==> config.mk <==
export PLATFORM = sky130hd
export DESIGN_NAME = irq_stim_gen
export DESIGN_NICKNAME = d
export VERILOG_FILES = /design/src/rtl/irq_stim_gen.sv
export SDC_FILE = /design/constraint.sdc
export NUM_CORES = 1
export LEC_CHECK = 0
export ABC_AREA = 1
export CAP_MARGIN = 20
export CORE_MARGIN = 8
export CORE_UTILIZATION = 50
export DETAILED_ROUTE_END_ITERATION = 8
export GPL_TIMING_DRIVEN = 0
export PLACE_DENSITY = 0.73
export SLEW_MARGIN = 25
export SYNTH_ARGS = -nofsm -noshare
export SYNTH_HDL_FRONTEND = slang
export SYNTH_SLANG_ARGS = --single-unit
export TNS_END_PERCENT = 1
==> constraint.sdc <==
create_clock -name clk_gl -period 5.9 [get_ports clk_gl]
set_clock_uncertainty 0.05 [all_clocks]
set_input_delay 1.18 -clock clk_gl [delete_from_list [all_inputs] [get_ports clk_gl]]
set_output_delay 1.18 -clock clk_gl [all_outputs]
set_load 0.02 [all_outputs]
==> src/rtl/irq_stim_gen.sv <==
// irq_stim_gen: power-up reset sequencer for the CPU core plus NCH periodic interrupt sources
// that hold until acknowledged and count lost periods. Macro IRQ_JITTER_EN adds 0..3 cycles of LFSR jitter per period.
module irq_stim_gen #(
    parameter int NCH      = 2,
    parameter int CNT_W    = 16,
    parameter int RST_HOLD = 16,
    parameter int MAX_IRQ  = 255,
    parameter int MISS_W   = 4
) (
    input  logic                  clk_gl,
    input  logic                  rst,
    input  logic                  en,
    input  logic [NCH*CNT_W-1:0]  cfg_period,
    input  logic [NCH-1:0]        irq_ack,
    output logic                  core_rst_n,
    output logic [NCH-1:0]        irq,
    output logic [NCH*MISS_W-1:0] miss_cnt,
    output logic [NCH-1:0]        overrun,
    output logic                  done
);

    typedef enum logic [1:0] {IDLE, HOLD, RUN, DONE} state_t;

    localparam int                HOLD_W    = (RST_HOLD > 1) ? $clog2(RST_HOLD) : 1;
    localparam logic [HOLD_W-1:0] HOLD_LOAD = HOLD_W'(RST_HOLD - 1);
    localparam logic [7:0]        ISSUE_MAX = 8'(MAX_IRQ);
    localparam logic [MISS_W-1:0] MISS_SAT  = '1;

    state_t            state, state_next;
    logic [HOLD_W-1:0] hold_cnt;
    logic [CNT_W-1:0]  period [NCH];
    logic [CNT_W-1:0]  phase  [NCH];
    logic [7:0]        issued [NCH];
    logic [MISS_W-1:0] miss   [NCH];
    logic [NCH-1:0]    retired, wrap, fire;
    logic              running;

`ifdef IRQ_JITTER_EN
    logic [15:0] lfsr;
    logic [1:0]  jit [NCH];
`endif

    assign running = (state == RUN) && en;

    // A channel wraps on its (possibly jittered) period; it only fires while it still has interrupts to issue.
    always_comb begin
        for (int i = 0; i < NCH; i++) begin
            period[i]  = cfg_period[i*CNT_W +: CNT_W];
            retired[i] = (period[i] == '0) || (issued[i] == ISSUE_MAX);
`ifdef IRQ_JITTER_EN
            wrap[i]    = running && (period[i] != '0) &&
                         ({1'b0, phase[i]} == {1'b0, period[i]} + (CNT_W+1)'(jit[i]) - 1'b1);
`else
            wrap[i]    = running && (period[i] != '0) && (phase[i] == period[i] - 1'b1);
`endif
            fire[i]    = wrap[i] && !retired[i];
        end
    end

    // NOTE: state_next takes its default before the case so no path leaves it unassigned (no latch).
    always_comb begin
        state_next = state;
        case (state)
            IDLE: if (en) state_next = HOLD;
            HOLD: begin
                if (!en)                  state_next = IDLE;
                else if (hold_cnt == '0)  state_next = RUN;
            end
            RUN:  if ((&retired) && (irq == '0)) state_next = DONE;
            DONE: state_next = DONE;
            default: state_next = IDLE;
        endcase
    end

    // NOTE: all state registers use non-blocking assignment so every flop samples pre-edge values.
    always_ff @(posedge clk_gl or negedge rst) begin
        if (!rst) begin
            state      <= IDLE;
            hold_cnt   <= '0;
            core_rst_n <= 1'b0;
            done       <= 1'b0;
        end else begin
            state      <= state_next;
            core_rst_n <= (state_next == RUN) || (state_next == DONE);
            done       <= (state_next == DONE);
            if (state == IDLE && en)
                hold_cnt <= HOLD_LOAD;
            else if (state == HOLD && hold_cnt != '0)
                hold_cnt <= hold_cnt - 1'b1;
        end
    end

    // NOTE: the per-channel arrays are plain registers, not RAM, so they take the async reset like all other state.
    always_ff @(posedge clk_gl or negedge rst) begin
        if (!rst) begin
            for (int i = 0; i < NCH; i++) begin
                phase[i]  <= '0;
                issued[i] <= '0;
                miss[i]   <= '0;
            end
            irq     <= '0;
            overrun <= '0;
        end else if (state == DONE) begin
            irq <= '0;
        end else if (state == RUN) begin
            for (int i = 0; i < NCH; i++) begin
                if (period[i] == '0)
                    phase[i] <= '0;
                else if (running)
                    phase[i] <= wrap[i] ? '0 : phase[i] + 1'b1;

                // An ack landing with a fire is consumed by the new request, so it is not a miss.
                if (fire[i]) begin
                    irq[i] <= 1'b1;
                    if (irq[i] && !irq_ack[i]) begin
                        if (miss[i] != MISS_SAT)
                            miss[i] <= miss[i] + 1'b1;
                        overrun[i] <= 1'b1;
                    end else begin
                        issued[i] <= issued[i] + 1'b1;
                    end
                end else if (irq_ack[i]) begin
                    irq[i] <= 1'b0;
                end
            end
        end
    end

`ifdef IRQ_JITTER_EN
    // Right-shifting Galois LFSR, taps 16,14,13,11; a channel latches fresh jitter at each wrap.
    always_ff @(posedge clk_gl or negedge rst) begin
        if (!rst) begin
            lfsr <= 16'hACE1;
            for (int i = 0; i < NCH; i++)
                jit[i] <= '0;
        end else if (state == RUN) begin
            lfsr <= {1'b0, lfsr[15:1]} ^ (lfsr[0] ? 16'hB400 : 16'h0000);
            for (int i = 0; i < NCH; i++)
                if (wrap[i])
                    jit[i] <= lfsr[1:0];
        end
    end
`endif

    for (genvar g = 0; g < NCH; g++) begin : g_miss
        assign miss_cnt[g*MISS_W +: MISS_W] = miss[g];
    end

endmodule
Word level (Yosys, flattened, before mapping)
Index checks and enable logic that the tools add are counted.
{"block": "classes", "n_eq_ne": 11, "n_addsub": 9, "bitwise": 3, "reduce_logical": 44, "n_mux": 19}
{"operator": "2-to-1 mux 16 bit", "n": 6}
{"operator": "adder 16 x 1 -> 16 bit (second input constant)", "n": 2}
{"operator": "equality test 16 bit", "n": 2}
{"operator": "zero test 16 bit", "n": 2}
{"operator": "nonzero test 16 bit", "n": 2}
{"operator": "subtractor 16 x 1 -> 16 bit (second input constant)", "n": 2}
{"operator": "adder 8 x 1 -> 8 bit (second input constant)", "n": 2}
{"operator": "equality test 8 bit (second input constant)", "n": 2}
{"operator": "AND reduction 4 bit", "n": 4}
{"operator": "logical AND 1 bit", "n": 12}
{"operator": "2-to-1 mux 2 bit", "n": 6}
{"operator": "AND reduction 5 bit", "n": 2}
{"operator": "adder 4 x 1 -> 4 bit (second input constant)", "n": 2}
{"operator": "equality test 2 bit (second input constant)", "n": 4}
{"operator": "2-to-1 mux 4 bit", "n": 2}
{"operator": "!= test 4 bit (second input constant)", "n": 2}
{"operator": "case mux 2 bit (4 select lines)", "n": 1}
{"operator": "nonzero test 2 bit", "n": 4}
{"operator": "AND reduction 2 bit", "n": 3}
{"operator": "AND reduction 3 bit", "n": 2}
{"operator": "nonzero test 3 bit", "n": 2}
{"operator": "zero test 1 bit", "n": 4}
{"operator": "zero test 2 bit", "n": 2}
{"operator": "zero test 4 bit", "n": 1}
{"operator": "other kinds (6)", "n": 13}
{"block": "totals", "wordCells": 100, "input_bits": 37, "register_bits": 68, "output_inout_bits": 14}

Logic depth before layout (Yosys ltp)
Gate-level depths: netlist of the first run.
{"block": "depth", "depth_word": 8, "depth_mapped": 17}

Least setup slack after synthesis of the first run
OpenSTA, ideal clock, no wires.
{"block": "synth_timing", "path_kind": "input port to flip-flop", "from": "in cfg_period[0]", "to": "reg issued[13] in the netlist's numbering", "arrival_ns": 2.668, "setup_ns": 0.121, "slack_ns": 3.061, "required_time_ns": 5.729, "path_stages": 12, "path_buffers": 1, "cell_sequence": "inv_2 -> ha_1 -> nand2_2 -> nor2_2 -> nand3_1 -> xor2_2 -> nand4_2 -> nor2_4 -> nand3_4 -> buf_6 -> nand2_2 -> o21ai_2"}
{"block": "synth_via", "elab_chain_len": 5}
{"item": "start: declaration", "line_no": "13", "text": "input logic [NCH*CNT_W-1:0] cfg_period,"}
{"item": "subtractor 16 x 1 -> 16 bit, or another cell as far along", "line_no": "54", "text": "wrap[i] = running && (period[i] != '0) && (phase[i] == period[i] - 1'b1);"}
{"item": "equality test 16 bit, or another cell as far along", "line_no": "54"}
{"item": "logical AND 1 bit or zero test 1 bit (tied branches)", "line_no": "54, 56"}
{"item": "logical AND 1 bit (*)", "line_no": "56", "text": "fire[i] = wrap[i] && !retired[i];"}
{"item": "AND reduction 4 bit (no source line) (*)"}
{"item": "end signal: indexed assignment", "line_no": "120", "text": "issued[i] <= issued[i] + 1'b1;"}
{"item": "end: declaration", "line_no": "33", "text": "logic [7:0] issued [NCH];"}
Mark *: on every way between the ends. The rest lies on a longest branch, timed or not.
A chain may end at the register's enable or synchronous reset.

Final worst setup path of the first run
{"block": "layout_timing", "from": "in cfg_period[0]", "to": "reg issued[12] in the netlist's numbering"}
The elaborated chain is that of the path after synthesis.

==> impl_metrics.toml, run 1 <==
[place]
io_buffers = 50
dp_cells = 1001
place_congestion = 0.898
place_area_mm2 = 0.00613
dp_hpwl_um = 10600

[finish]
final_cell_mix = "nand2_1, inv_1, nor2_1"
fillers = 1067
area_growth_syn_to_layout_pct = 16.3
nets = 918
n_antenna_cell = 0
drive_gt1_share_pct = 9.58
fin_cells = 1017
final_common_cell = "nand2_1"
final_area_mm2 = 0.00632

[sta]
clock.fmax_ghz = 0.292
rsz0062_at_grt = "no"
finalSetupViolCount = 0
fin_crit_ps = 3420
slew_violations = 0
hold_viol = 0
whs_ps = 424
setup_tns_ps = 0
min_period_over_period_pct = 58.0
relSlewSlack_pct = 56.9
tightestPinTransition_ps = 643

[clock_tree]
cts_tree = "built"
clkSlewWorstSetupHoldPaths_ps = 80
h-tree-depth = 3
clk_latency_ps = 350
cts_sinks = 67
cts_buffers = 9
postCtsSetupRepairBufs = 0
ctsHoldBuffers = 0
clockBufferDepth = 2
cts_root_buffer = "clkbuf_8"
post_cts_resized = 0

[setup_path]
crit_chain = "clkdlybuf4s50_1 > inv_2 > ha_1 > nand2_2 > nor2_2 > nand2_1 > inv_2 > nor2_4 > nand3_2 > nor2_2 > nand2_1 > nor2_4 > nand3_4 > buf_6 > nand2_2 > o21ai_2"
critPathRequiredTime_ps = 6100
slowest_stage = "clkdlybuf4s50_1"
critPathKind = "primary input to register"
cpPeakStageDelay_ps = 530
arrival_ps = 3620
cp-start-kind = "primary input"
cp-end-kind = "register"
critPathMaxFanout = 10

[routing]
vias = 5271
wl_per_cell_um = 13.1
totalWireLength_um = 13300
drc = 0
drt_pass1_iterations = 5
drt_iter0_markers = 347
antenna_left = 0
avgViaCountPerCell = 5.18

[global_routing]
grt_pass1_vias = 5167
antenna_found_initial = 0
overflow = 0
grt_pass1_wl_um = 23000
grt_max_degree = 38
grt.total_usage_pct = 19.0

[yosys]
synthDistinctLibCells = 40
async_flop_share_pct = 100
syn-cell-area_mm2 = 0.00543
ys_seq_area_share_pct = 30.9
synth_top_area_share_pct = 30.9
syn_area_per_cell_um2 = 6.71
synth-edff-count = 0
yosysWarnings = 0
synth_cells = 810
yosys-top-cells-area = "dfrtp_1, nand2_1, inv_1, nand3_1, xor2_1"
yosys.area.top_type = "dfrtp_1"
synth_nets = 856
synthFlopType = "dfrtp_1"
ys_ff_latch = 67

[die]
row_count = 38
dieArea_mm2 = 0.0145
pin_count = 51
core_mm2 = 0.0107
die_h_um = 120
die_w_um = 120
start_util_pct = 50.8

[hold_path]
min_path_type = "register to register"

[power_and_ir_drop]
p_leak_uw = 0.00312
total_power_uw = 1030
vdd_drop_max_mv = 0.120
power_density_mw_per_mm2 = 163

[run_status]
status = "finished, final reports clean"

[flow_run]
maxCapViolations = 0
final cells by class:
type | instances | area, um2 | area share [%]
plain buffers | 7 | 42.5 | 0.673
clock buffers | 10 | 128 | 2.02
clock inverters | 6 | 66.3 | 1.05
inverters | 114 | 428 | 6.77
multi-input cells | 622 | 3290 | 52.0
flip-flops and latches | 67 | 1680 | 26.5
well taps | 140 | 175 | 2.77
repair buffers | 51 | 518 | 8.20
registers in the layout, indices dropped and copies added, names as in the netlist:
name        flops
core_rst_n      1
done            1
hold_cnt        4
irq             2
issued         16
miss_cnt        8
overrun         2
phase          32
state           1
stage by stage:
step                utilization (%)  setup WS (ps)
floorplan                         -           3060
global placement               57.1           1330
detailed placement             57.3           2090
CTS                            59.1           2450
global route                   59.1           2320
finish                         59.1           2480
kinds of logic (layout without fill, tap and decap cells):
group | Yosys count | after routing | synth area share, %
and+or+nand+nor | 491 | 491 | 41.6
buffers and inverters | 121 | 188 | 8.66
DFF | 67 | 67 | 30.9
AOI/OAI and AO/OA | 63 | 63 | 7.19
xor gates and xnor gates | 59 | 59 | 9.65
adders and majority gates | 9 | 9 | 2.07
power breakdown:
part / internal [uW] / switching [uW] / total [uW]
clock: 196 / 184 / 380
combinational: 68.9 / 98.7 / 168
sequential: 468 / 13.6 / 482
critical path, delay by kind of cell:
family                     cells  cell delay, ps
and+or+nand+nor               10            1210
buffers and inverters          4             880
adders and majority gates      1             280
AOI/OAI and AO/OA              1              50
metal layers:
layer	vias up	global-route usage, %	share of wire [%]
li1	2702	-	-
met1	2457	22.7	45
met2	88	33.4	49
met3	24	3.50	3.5
met4	0	6.79	1.9
met5	-	0	0
final timing paths:
kind / startpoint / endpoint / slack, ps / cells after the start
max: cfg_period[0] / issued[12]$_DFFE_PN0P_ / 2480 / 16
min: overrun[1]$_DFFE_PN0P_ / overrun[1]$_DFFE_PN0P_ / 420 / 1
max reg2reg: state[0]$_DFF_PN0_ / issued[12]$_DFFE_PN0P_ / 3640 / 14
min reg2reg: overrun[1]$_DFFE_PN0P_ / overrun[1]$_DFFE_PN0P_ / 420 / 1
max in group asynchronous: rst / phase[3]$_DFFE_PN0P_ / 4550 / 2
min in group asynchronous: rst / issued[5]$_DFFE_PN0P_ / 700 / 1
Yosys cell counts, types with 2 or more instances:
library cell,instances
a211oi_1,2
a21oi_1,11
and2_1,2
buf_2,3
dfrtp_1,67
ha_1,9
inv_1,105
inv_2,8
nand2_1,233
nand2_2,9
nand2_4,2
nand3_1,77
nand3_2,5
nand3b_1,10
nand4_1,20
nor2_1,95
nor2_2,14
nor2_4,5
nor2_8,2
nor3_1,9
nor4_1,2
o211ai_1,2
o21ai_0,13
o21ai_1,4
o21ai_2,9
o22ai_1,19
o31ai_1,2
or2_2,3
xnor2_1,15
xor2_1,43
(Power assumes the default switching activity.)
==> run 2: changes to the inputs <==
--- a/config.mk
+++ b/config.mk
@@ -11,7 +11,7 @@
 export CORE_UTILIZATION = 50
 export DETAILED_ROUTE_END_ITERATION = 8
 export GPL_TIMING_DRIVEN = 0
-export PLACE_DENSITY = 0.73
+export PLACE_DENSITY = 0.76
 export SLEW_MARGIN = 25
 export SYNTH_ARGS = -nofsm -noshare
 export SYNTH_HDL_FRONTEND = slang
==> constraint.sdc (replaced) <==
create_clock -name clk_gl -period 3 [get_ports clk_gl]
set_clock_uncertainty 0.05 [all_clocks]
set_input_delay 0.6 -clock clk_gl [delete_from_list [all_inputs] [get_ports clk_gl]]
set_output_delay 0.6 -clock clk_gl [all_outputs]
set_load 0.02 [all_outputs]
==> impl_metrics.toml, run 2 (same netlist as run 1, synthesis figures left out) <==
[power_and_ir_drop]
power_density_mw_per_mm2 = 334
switchingPower_uw = 593
internal-power_uw = 1530
power.clock.fraction_pct = 40.0
p_sw_share_pct = 27.9
pwr-share-seq_pct = 44.7
vdd_drop_max_mv = 0.202
p_leak_uw = 0.00313
p_comb_share_pct = 15.3
total_power_uw = 2120

[clock_tree]
cts_tree = "built"
cts_buffers = 9
cts_sinks = 67
clkSlewWorstSetupHoldPaths_ps = 80
clockBufferDepth = 2
clk_latency_ps = 350
cts_root_buffer = "clkbuf_8"
postCtsSetupRepairBufs = 0
h-tree-depth = 3

[finish]
final_cell_mix = "nand2_1, inv_1, nor2_1"
fillers = 1022
multi_input_area_mm2 = 0.00330
largest_reg_flops = 32
seq_area_mm2 = 0.00168
regMostFlops = "phase"
final_common_cell = "nand2_1"
n_antenna_cell = 0
area_growth_syn_to_layout_pct = 17.1
drive_gt1_share_pct = 10.0
nets = 918

[setup_path]
arrival_ps = 3030
r2r-start = "state[0]$_DFF_PN0_"
critPathKind = "primary input to register"
critPathRequiredTime_ps = 3190
cp-end-kind = "register"
critPathMaxFanout = 10
r2r_end = "issued[12]$_DFFE_PN0P_"
cp-start-kind = "primary input"
r2r_slack_ps = 740
rr_worst_depth = 14

[die]
row_count = 38
dieArea_mm2 = 0.0145
die_w_um = 120
start_util_pct = 50.8
core_mm2 = 0.0107
die_h_um = 120
pin_count = 51

[global_routing]
grt_pass1_vias = 4878
grt.total_usage_pct = 18.4
grt_pass1_wl_um = 22200
overflow = 0
grt_max_degree = 38
antenna_found_initial = 0

[routing]
drt_pass1_iterations = 5
drt_iter0_markers = 372
antenna_left = 0
drc = 0
vias = 5155
totalWireLength_um = 12800
avgViaCountPerCell = 5.07
wl_per_cell_um = 12.6

[sta]
slew_violations = 0
finalSetupViolCount = 0
clock.fmax_ghz = 0.353
fin_crit_ps = 2840
whs_ps = 152
hold_viol = 0
relSlewSlack_pct = 62.8
tightestPinTransition_ps = 555
min_period_over_period_pct = 94.5
setup_ws_ps = 165

[place]
place_congestion = 0.895
dp_slack_ps = -191
io_buffers = 50
dp_hpwl_um = 9990

[flow_run]
maxCapViolations = 0

[run_status]
status = "finished, final reports clean"

[hold_path]
min_path_type = "primary input to asynchronous set/reset pin"
## run 2: cell types whose count changed in the layout (fill, tap and decap cells not counted)
| cell | delta |
|---|---|
| a211oi_1 | -1 |
| nand2_2 | +1 |
| nand2_1 | -1 |
| nor2_2 | +1 |
| a211oi_2 | +1 |
| nor2_1 | -1 |
| bufinv_16 | +1 |
| clkbuf_1 | -1 |
| clkinv_2 | -1 |
| inv_6 | +1 |
## run 2: power by group through the flow
stage / Combinational (uW) / Clock, uW / Sequential [uW]
3_5_place_dp: 323 / 0 / 965
6_report: 325 / 849 / 948
5_1_grt: 372 / 909 / 951
4_1_cts: 325 / 862 / 947
3_3_place_gp: 317 / 0 / 964
2_1_floorplan: 203 / 0 / 957
## run 2: how the worst max path moves through the flow
stage | to | start | cells after the start
after global routing | phase[23]$_DFFE_PN0P_ | cfg_period[0] | 16
after detailed placement | phase[13]$_DFFE_PN0P_ | cfg_period[16] | 9
final | issued[12]$_DFFE_PN0P_ | cfg_period[0] | 16
after CTS | phase[13]$_DFFE_PN0P_ | cfg_period[16] | 9
after global placement | phase[20]$_DFFE_PN0P_ | rst | 1
after floorplan | issued[13]$_DFFE_PN0P_ | cfg_period[0] | 12
## run 2: timing repair
| item | in CTS | in global routing |
|---|---|---|
| hold buffers | 0 | 0 |
| gates resized for setup | 0 | 3 |
| endpoints found under the setup margin | 0 | 22 |
## run 2: area by class of cell
class / instances / area share, %
multi-input cells: 622 / 51.8
inverters: 114 / 6.73
repair buffers: 51 / 8.14
clock buffers: 9 / 1.95
flip-flops and latches: 67 / 26.4
well taps: 140 / 2.75
clock inverters: 7 / 1.57
plain buffers: 7 / 0.669
## run 2: through the flow
step                TNS, ps  cell area (um2)  util [%]  instances
floorplan                 0             5430         -        810
global placement     -72990             6110      57.1       1000
detailed placement    -5900             6130      57.3       1001
CTS                       0             6350      59.4       1017
global route          -5.96             6360      59.5       1017
finish                    0             6360      59.5       1017
## run 2: routing by layer
metal	up-vias	global-route usage, %	wire length (um)
li1	2708	-	-
met1	2309	24.0	6010
met2	118	30.5	6010
met3	20	2.89	594
met4	0	6.01	227
met5	-	0	0
## run 2: critical path, stage by stage
cell and delay [ps]:
clkdlybuf4s50_1 520, inv_2 80, ha_1 270, nand2_2 140
nor2_2 80, nand2_1 120, inv_2 60, nor2_4 220
nand3_2 110, nor2_2 80, nand2_1 90, nor2_4 190
nand3_4 140, buf_6 200, nand2_2 60, o21ai_2 50
